**src/rtl/controle_cifra.sv**
```systemverilog
// controle_cifra: byte-stream front end for a 128-bit block cipher core.
//
// Collects up to 16 message bytes into a block, pads a short final block,
// starts the core with a one-cycle pulse, captures the result and hands it
// downstream with a valid/ready handshake.
//
// Ports
//   clk, rst         clock, synchronous active-high reset
//   chave_in         128-bit key, key byte 0 in [127:120]
//   chave_carrega    key-load strobe (honoured only while idle)
//   byte_in          data byte
//   byte_valido      byte_in valid
//   byte_ultimo      byte_in is the final byte of the message
//   byte_pronto      controller accepts a byte this cycle
//   core_bloco       block to core, byte k at [8k+7:8k]
//   core_chave       key to core, key byte k at [8k+7:8k]
//   core_inicio      one-cycle start pulse to the core
//   core_fim         core result valid (may be tied high)
//   core_saida       core result, byte k at [8k+7:8k]
//   saida_bloco      ciphered block, byte k at [127-8k:120-8k]
//   saida_valido     saida_bloco valid
//   saida_pronto     downstream accepts the block
//   saida_ultimo     block carries the message's final byte
//   blocos_cont      number of blocks delivered downstream (wraps)
module controle_cifra #(
   parameter logic [7:0] PAD_BYTE  = 8'hFF,
   parameter int         LARG_CONT = 16
) (
   input  logic                 clk,
   input  logic                 rst,
   input  logic [127:0]         chave_in,
   input  logic                 chave_carrega,
   input  logic [7:0]           byte_in,
   input  logic                 byte_valido,
   input  logic                 byte_ultimo,
   output logic                 byte_pronto,
   output logic [127:0]         core_bloco,
   output logic [127:0]         core_chave,
   output logic                 core_inicio,
   input  logic                 core_fim,
   input  logic [127:0]         core_saida,
   output logic [127:0]         saida_bloco,
   output logic                 saida_valido,
   input  logic                 saida_pronto,
   output logic                 saida_ultimo,
   output logic [LARG_CONT-1:0] blocos_cont
);

   typedef enum logic [1:0] {
      OCIOSO = 2'd0,
      COLETA = 2'd1,
      CIFRA  = 2'd2,
      SAIDA  = 2'd3
   } estado_t;

   estado_t              estado_reg;
   logic                 chave_ok_reg;
   logic [127:0]         chave_reg;
   logic [127:0]         bloco_reg;
   logic [127:0]         saida_reg;
   logic [3:0]           cont_reg;
   logic                 ultimo_reg;
   logic                 inicio_reg;
   logic [LARG_CONT-1:0] blocos_reg;

   logic                 aceita;
   logic                 fecha;
   logic [127:0]         chave_rev;
   logic [127:0]         saida_rev;
   logic [127:0]         bloco_next;

   assign byte_pronto = ((estado_reg == OCIOSO) && chave_ok_reg) || (estado_reg == COLETA);
   assign aceita      = byte_valido && byte_pronto;
   // The block closes on the 16th byte or on the message's last byte.
   assign fecha       = byte_ultimo || (cont_reg == 4'd15);

   // Byte-lane plumbing. The key arrives big-endian and goes to the core
   // little-endian; the core result comes back little-endian and leaves
   // big-endian. Each block slot either takes the incoming byte, takes the
   // pad value (slots after a closing byte_ultimo), or holds.
   for (genvar gi = 0; gi < 16; gi++) begin : g_byte
      localparam logic [3:0] SLOT = 4'(gi);

      assign chave_rev[8*gi +: 8]       = chave_in[127-8*gi -: 8];
      assign saida_rev[127-8*gi -: 8]   = core_saida[8*gi +: 8];
      assign bloco_next[8*gi +: 8] =
         (aceita && (cont_reg == SLOT))                ? byte_in  :
         (aceita && byte_ultimo && (cont_reg < SLOT))  ? PAD_BYTE :
                                                         bloco_reg[8*gi +: 8];
   end

   always_ff @(posedge clk) begin
      if (rst) begin
         estado_reg   <= OCIOSO;
         chave_ok_reg <= 1'b0;
         chave_reg    <= '0;
         bloco_reg    <= '0;
         saida_reg    <= '0;
         cont_reg     <= '0;
         ultimo_reg   <= 1'b0;
         inicio_reg   <= 1'b0;
         blocos_reg   <= '0;
      end else begin
         inicio_reg <= 1'b0;
         // bloco_next only differs from bloco_reg when a byte is accepted,
         // which cannot happen in CIFRA/SAIDA, so the core input holds.
         bloco_reg  <= bloco_next;

         case (estado_reg)
            OCIOSO, COLETA: begin
               if ((estado_reg == OCIOSO) && chave_carrega) begin
                  chave_ok_reg <= 1'b1;
                  chave_reg    <= chave_rev;
               end
               if (aceita) begin
                  if (fecha) begin
                     cont_reg   <= '0;
                     ultimo_reg <= byte_ultimo;
                     inicio_reg <= 1'b1;
                     estado_reg <= CIFRA;
                  end else begin
                     cont_reg   <= cont_reg + 4'd1;
                     estado_reg <= COLETA;
                  end
               end
            end

            CIFRA: begin
               if (core_fim) begin
                  saida_reg  <= saida_rev;
                  estado_reg <= SAIDA;
               end
            end

            SAIDA: begin
               if (saida_pronto) begin
                  blocos_reg <= blocos_reg + 1'b1;
                  estado_reg <= ultimo_reg ? OCIOSO : COLETA;
               end
            end

            default: estado_reg <= OCIOSO;
         endcase
      end
   end

   assign core_bloco   = bloco_reg;
   assign core_chave   = chave_reg;
   assign core_inicio  = inicio_reg;
   assign saida_bloco  = saida_reg;
   assign saida_valido = (estado_reg == SAIDA);
   assign saida_ultimo = (estado_reg == SAIDA) && ultimo_reg;
   assign blocos_cont  = blocos_reg;

endmodule

```
**config.mk**
```make
export PLATFORM = sky130hd
export DESIGN_NAME = controle_cifra
export DESIGN_NICKNAME = d
export VERILOG_FILES = /design/src/rtl/controle_cifra.sv
export SDC_FILE = /design/constraint.sdc
export NUM_CORES = 1
export LEC_CHECK = 0
export ABC_AREA = 1
export CELL_PAD_IN_SITES_DETAIL_PLACEMENT = 0
export CELL_PAD_IN_SITES_GLOBAL_PLACEMENT = 2
export CORE_MARGIN = 1.5
export CORE_UTILIZATION = 23
export DETAILED_ROUTE_END_ITERATION = 8
export PLACE_DENSITY = 0.84
export SETUP_SLACK_MARGIN = 0.5
export SYNTH_ARGS = -nofsm -noshare
export SYNTH_HDL_FRONTEND = slang
export SYNTH_SLANG_ARGS = --single-unit
```
**constraint.sdc**
```tcl
create_clock -name clk -period 2 [get_ports clk]
set_clock_uncertainty 0.1 [all_clocks]
set_input_delay 0.4 -clock clk [delete_from_list [all_inputs] [get_ports clk]]
set_output_delay 0.4 -clock clk [all_outputs]
set_load 0.005 [all_outputs]
```
==> summary by stage, run 1 <==
Run status
The run finished with clean final reports.

CTS
The H-tree was split into 2 levels. The number of buffers created by CTS is 49. The count of hold-fix buffers inserted at cts is 0. The clock-pin slew on the worst setup and hold paths is 0.05 ns. The TritonCTS clock tree is built. The CTS root buffer is sky130_fd_sc_hd__clkbuf_16.

Clock tree synthesis found a total of 409 sinks. The worst-skew pair later-pin latency is 0.57 ns. The maximum buffer depth of the clock tree is 3.

Power and ir drop
Net switching is 28.90% of the power. The total leakage power is 12.39 nW. The clock share of power is between 30% and 40%.

For this design the ratio of total power to cell area is 934.1 mW/mm2. The share of total power in sequential cells is 39.7%. The peak ir drop on the vdd network is 0.0004879 V. Combinational logic burns 25.7% of the power. Overall power consumption after layout is estimated at 25.54 mW. Internal power comes to 18.16 mW. For this design the total switching power over the nets is 7.383 mW.

Worst setup path
The data arrival time at the worst-slack endpoint is 1.26 ns. In this run the worst path has a maximum fanout of 4. The endpoint required time on the critical path is 1.50 ns.

The classification of the worst setup path is reg2out. The element type at the critical path end is a primary output. The sort of element at the start of the critical path is a register.

Logic synthesis
The post-synthesis instance area is 0.01565 mm2. The leading area contributor after synthesis is sky130_fd_sc_hd__dfxtp_1. The register area share after synthesis is 52.32%. The fraction of synthesis flops using an asynchronous set or reset pin is 0%. A synthesized cell averages 7.648 um2.

Yosys printed 0 warnings. The portion of synthesized cell area occupied by the leading cell type is a little over half. In the post-synthesis netlist, the biggest area contributors are sky130_fd_sc_hd__dfxtp_1 52%, sky130_fd_sc_hd__o21ai_0 9.7%, sky130_fd_sc_hd__nor2_1 8.6%. The count of flip-flops with a built-in enable after synthesis is 0.

In this run, distinct cell masters in the synthesized netlist total 29. The post-synthesis net count is approximately 2.3k. The number of register bits inferred by synthesis is 409. Counting every instance in the synthesized netlist gives 2046. Among all flip-flop cells after synthesis, the most frequent one is sky130_fd_sc_hd__dfxtp_1.

Route
Once detail routing completed, the nets flagged for antenna violations numbered 0. The first detailed-routing pass ran for 5 iterations. The iteration-0 DRC count of the detailed router is 1031. The total DRC errors in the routed layout is 0. In the final routed layout, each cell accounts on average for between 15 and 20 um.

The post-detailed-routing wire length is approximately 70 mm. The number of vias per cell is 4.381. The routed layout has 16.44k vias.

Min path
The path class of the tightest hold or removal check is in2reg.

Global routing
The global-route wire length before repair is 99.45 mm. After global routing the overflow that remains totals 0. The number of antenna violations at the first check in global routing is 20. Global routing used a little under a fifth of the available tracks.

The largest net degree at the start of global routing is 97. The via count of the first global-routing pass is ~16k.

Place
The instance count after placement with tap cells included is 3553. Input and output buffers added on the ports amount to 674. At the end of routability-driven placement, the weighted congestion stood at approximately 0.88. The detailed placer's ending HPWL is 51.00 mm.

Finish
The fraction of layout instances using a drive strength above 1 is about two fifths. The number of nets in the finished design is 3111. From synthesis to final layout, the design area changed by 74.73%. Leaving out fill and tap cells, the most frequent cell in the layout is sky130_fd_sc_hd__dfxtp_2. The finished layout holds between 3k and 4k standard cells, fillers aside.

Leaving out fill and tap cells, the most frequent cells in the layout are 398 x sky130_fd_sc_hd__dfxtp_2, 343 x sky130_fd_sc_hd__nor2_1, 302 x sky130_fd_sc_hd__buf_6, 301 x sky130_fd_sc_hd__inv_1, 268 x sky130_fd_sc_hd__clkdlybuf4s50_1. The share of the core filled with cells in the final layout is around two fifths.

Timing
The count of endpoints failing setup in the final report is 0. The number of hold violations in the final report was 0. Setup repair after global routing could not meet its margin everywhere.

For this run, the top clock speed supported by timing is 568.7 MHz. The worst path needs 1.758 ns of the cycle, external delays included. The remaining max-slew budget at the tightest pin is between 60% and 70%. For the pin with the worst max-slew slack, the measured transition is 0.5681 ns. The final critical path takes up 87.92% of the cycle. The final-report max-slew violation count was 0.

Die
The core region is 0.06728 mm2. In this run the horizontal extent of the chip is between 200 and 300 um. From bottom edge to top edge, the die measures approximately 260 um. The starting utilization of the core area is 23.26%. In this run the count of I/O pins placed on the die edge is 675. The number of rows created at floorplan is 95. The floorplan step defined a die boundary enclosing 0.06961 mm2.

Job
The number of max-cap violations is 0.
## synth_stat cells, types with 4 or more instances
cell type	number
sky130_fd_sc_hd__nor2_4	9
sky130_fd_sc_hd__nor2_1	359
sky130_fd_sc_hd__nand2_2	5
sky130_fd_sc_hd__nand3_1	40
sky130_fd_sc_hd__clkbuf_1	81
sky130_fd_sc_hd__ha_1	6
sky130_fd_sc_hd__inv_1	312
sky130_fd_sc_hd__xor2_1	4
sky130_fd_sc_hd__nand3b_1	65
sky130_fd_sc_hd__a21oi_1	219
sky130_fd_sc_hd__buf_1	8
sky130_fd_sc_hd__buf_2	27
sky130_fd_sc_hd__nand2_1	150
sky130_fd_sc_hd__nor2_2	7
sky130_fd_sc_hd__dfxtp_1	409
sky130_fd_sc_hd__o21ai_0	302
sky130_fd_sc_hd__nand4_1	15
sky130_fd_sc_hd__o21ai_1	7
## what timing repair did
| action | in CTS | in global routing |
|---|---|---|
| cloned | 0 | 15 |
| resized for setup | 1050 | 1400 |
| setup endpoints to repair | 797 | 807 |
| pin swaps | 3 | 45 |
| buffers inserted | 25 | 63 |
## metrics by stage
| stage | cell area [um2] | setup slack (ns) | TNS, ns | hold WS, ns |
|---|---|---|---|---|
| floorplan | 15710 | 0.4943 | 0 | 0.3402 |
| global placement | 23950 | -0.1109 | -6.759 | 0.3295 |
| detailed placement | 23950 | -0.1461 | -11.26 | 0.3337 |
| CTS | 25640 | 0.1919 | 0 | 0.1499 |
| global route | 27340 | 0.1757 | 0 | 0.1604 |
| finish | 27340 | 0.2416 | 0 | 0.1558 |
## kinds of logic (layout without fill, tap and decap cells)
group,Yosys count,count (layout),share of synthesized area (%)
xor+xnor,4,4,0.2239
simple gates,661,667,19.14
fa+ha+maj,6,6,0.4797
compound gates,528,528,16.89
buf+inv,438,1255,10.95
flops,409,409,52.32
other cells,0,10,0
## metal layers
metal | track usage (%) | part of all wire [%] | up-vias | routed length (um)
li1 | - | - | 8090 | -
met3 | 6.600 | 7.6 | 128 | 5368
met2 | 34.44 | 52 | 500 | 36680
met1 | 19.31 | 37 | 7699 | 26040
met5 | 0 | 0.19 | - | 134
met4 | 6.850 | 3.1 | 22 | 2178
## power by group through the flow
stage               Clock, mW  Combinational [mW]  Sequential (mW)
floorplan                   0                2.21             9.95
global placement            0                5.92             9.92
detailed placement          0                5.96             9.95
CTS                      9.13                5.57             9.85
global route             9.49                7.14             10.2
finish                   8.84                6.56             10.1
## path summary, 6_finish.rpt
| path | from | end | slack (ns) | depth (start not counted) |
|---|---|---|---|---|
| setup / recovery | estado_reg[0] | byte_pronto | 0.24 | 3 |
| hold / removal | rst | core_chave[94] | 0.16 | 4 |
| setup reg to reg | cont_reg[3] | core_bloco[80] | 0.25 | 9 |
| hold reg to reg | saida_bloco[49] | saida_bloco[49] | 0.34 | 2 |
## critical path, cell delays in order, from the launching register on
cell	delay, ns
sky130_fd_sc_hd__dfxtp_4	0.37
sky130_fd_sc_hd__nor2_4	0.14
sky130_fd_sc_hd__nor2_4	0.06
sky130_fd_sc_hd__buf_6	0.12
## layout make-up
class                      count  area, um2
fill                        6860      39930
sequential                   409       8723
timing repair buffer         854       8411
multi-input combinational   1205       6287
clock buffer                  75       1464
inverter                     315       1222
tap                          873       1092
clock inverter                11      118.9
antenna                       10      25.02
No activity file was read; power rests on OpenSTA's default activity.
==> inputs of run 2 (changes only) <==
CTS_CLUSTER_DIAMETER = 80   (was default)
==> summary by stage, run 2 (synthesized netlist as in run 1, its figures left out) <==
Timing
Setup repair after global routing could not meet its margin everywhere. The part of the cycle the worst path needs is 88.52% (+0.60 points). The final critical path time including I/O delays and setup is 1.770 ns (+0.01202 ns). The remaining max-slew budget at the tightest pin is 62.43% (+0.31 points). The highest attainable clock frequency is 564.8 MHz (-0.68%). The number of hold violations in the final report is 0 (unchanged).

The slew of the pin with the lowest slew margin was 0.5635 ns (-0.004579 ns). The final-report max-slew violation count was 0 (unchanged). The count of endpoints failing setup in the final report was 0 (unchanged).

Power and ir drop
The share of total power in sequential cells is 39.5% (-0.2 points). The clock share of power is 34.6% (about the same). The power share of the combinational group is 25.9% (+0.2 points). The switching share of power is 29.10% (+0.20 points). The peak ir drop on the vdd network came to 0.0005055 V (+3.6%).

The power dissipated by switching net loads came to 7.460 mW (+1.0%). The final total power is 25.63 mW (+0.35%). The total leakage power is 12.50 nW (+0.86%). The power density relative to cell area is 927.5 mW/mm2 (-0.72%). The internal power of the cells is 18.17 mW (about the same).

Route
The met3 layer wire length in the routed design came to 5.347 mm (-0.39%). The total iterations of the first detailed-routing run was 5 (unchanged). The residual antenna-violating net count after detailed routing is 0 (unchanged). The iteration-0 DRC count of the detailed router is 957 (-7.2%).

The met2 wire length is 36.91 mm (+0.63%). The number of vias in the routed layout is 16.48k (+0.25%). The routed length per instance came to 18.72 um (-0.25%). The number of vias per cell was 4.369 (-0.28%).

The met1 wire length is 26.01 mm (-0.12%). The post-detailed-routing wire length is 70.61 mm (+0.28%). The highest signal layer in the routed design is met5. The total DRC errors in the routed layout came to 0 (unchanged).

Run status
The flow ran to the end, and the final reports show no timing, DRC or antenna violations.

Global routing
The overall global routing resource usage is 18.66% (about the same). The number of antenna violations at the first check in global routing is 20 (unchanged). The largest net degree at the start of global routing is 97 (unchanged).

The via count of the first global-routing pass is 15.57k (+0.35%). The global-route wire length before repair was 99.47 mm (about the same). The sum of overflow across all layers after global routing was 0 (unchanged).

Finish
The share of the core filled with cells in the final layout was 41.08% (+0.44 points). The fraction of layout instances using a drive strength above 1 came to 42.87% (+1.2 points). The area growth from synthesis to layout is 76.61%. In the layout the commonest cells are 394 x sky130_fd_sc_hd__dfxtp_2, 333 x sky130_fd_sc_hd__nor2_1, 306 x sky130_fd_sc_hd__buf_6, 297 x sky130_fd_sc_hd__inv_1, 269 x sky130_fd_sc_hd__clkdlybuf4s50_1. The most frequent standard cell in the layout excluding fill and tap cells is sky130_fd_sc_hd__dfxtp_2.

The post-layout instance count excluding filler cells is 3772 (+0.53%). The number of nets in the finished design is 3129 (+0.58%).

Job
The number of max-cap violations is 0 (unchanged).

Place
The detailed placer's ending HPWL came to 51.00 mm (unchanged). The number of input and output port buffers inserted is 674 (unchanged). The instance count after placement with tap cells included is 3553 (unchanged).

The global placer's final weighted congestion was 0.8752 (unchanged).

CTS
The clock-pin slew on the worst setup and hold paths came to 0.06 ns (about the same). The clock sink count is 409 (unchanged). The CTS H-tree depth was 2 (unchanged).

TritonCTS built the clock tree. The number of buffers created by CTS is 49 (unchanged). The tree is rooted in a sky130_fd_sc_hd__clkbuf_16. The maximum buffer depth of the clock tree is 3 (unchanged).

The worst-skew pair later-pin latency is 0.58 ns (about the same).

Die
The core box area is 0.06728 mm2 (unchanged). The y dimension of the die is 263.8 um (unchanged). The number of rows created at floorplan is 95 (unchanged). The die footprint is 0.06961 mm2 (unchanged). The die span in x is 263.8 um (unchanged). The starting utilization of the core area was 23.26% (unchanged).

The I/O pin count came to 675 (unchanged).

Worst setup path
The endpoint required time on the critical path is 2.37 ns (+0.87 ns). By instance count, the cell type seen most on the critical path is sky130_fd_sc_hd__nor2_1. The worst setup path is captured at a register. Walking the worst path, the cells encountered are buf_6, clkinvlp_4, nor2_4, nand2_4, nand3b_4, nor2_1, nor2_1, nand2_1, inv_1. The worst-path maximum fanout came to 8 (+4). The data arrival time at the worst-slack endpoint came to 2.14 ns (+0.88 ns).

The worst stage delay on the critical path is 0.37 ns (about the same). The classification of the worst setup path is reg2reg. STA classifies the critical path startpoint as a register. The slowest stage of the critical path is the sky130_fd_sc_hd__dfxtp_4 cell.

Min path
The tightest min-delay check is of the in2reg type.
## run 2: worst max-delay path, delay by kind of cell (launching register included)
| family | cells | cell delay (ns) |
|---|---|---|
| buf+inv | 3 | 0.31 |
| simple gates | 6 | 0.88 |
| flops | 1 | 0.37 |
## run 2: layer usage
metal / track usage (%) / up-vias
met5: 0 / -
met4: 6.959 / 22
met3: 6.572 / 127
met2: 34.48 / 522
met1: 19.26 / 7676
li1: - / 8133
## run 2: area by class of cell
cell class              count  area (um2)
fillers                  6805       39640
flip-flops and latches    409        8733
repair buffers            871        8546
multi-input cells        1206        6407
clock buffers              76        1489
inverters                 315        1230
well taps                 873        1092
clock inverters            11       112.6
diodes                     11       27.53
## run 2: worst paths after layout
| path | slack [ns] | cells after the start | end | from |
|---|---|---|---|---|
| max | 0.23 | 9 | core_bloco[80] | cont_reg[3] |
| min | 0.15 | 4 | core_chave[115] | rst |
| max reg2reg | 0.23 | 9 | core_bloco[80] | cont_reg[3] |
| min reg2reg | 0.34 | 2 | saida_bloco[49] | saida_bloco[49] |
## run 2: power groups by stage
stage | Sequential (mW) | Combinational (mW) | Clock [mW]
2_1_floorplan | 9.95 | 2.21 | 0
3_3_place_gp | 9.92 | 5.92 | 0
3_5_place_dp | 9.95 | 5.96 | 0
4_1_cts | 9.85 | 5.55 | 9.13
5_1_grt | 10.2 | 7.21 | 9.51
6_report | 10.1 | 6.64 | 8.86
## run 2: stage by stage
step	setup TNS, ns	area, um2	setup slack, ns	hold slack, ns
floorplan	0	15710	0.4943	0.3402
global placement	-6.759	23950	-0.1109	0.3295
detailed placement	-11.26	23950	-0.1461	0.3337
CTS	0	25620	0.1818	0.1396
global route	0	27630	0.1658	0.1646
finish	0	27640	0.2296	0.1487
## run 2: repair_timing
action,in CTS,in global routing
setup endpoints to repair,797,807
gates resized for setup,1051,1484
hold buffers,0,0
pin swaps,2,46
gates cloned,0,15
buffers inserted,24,82
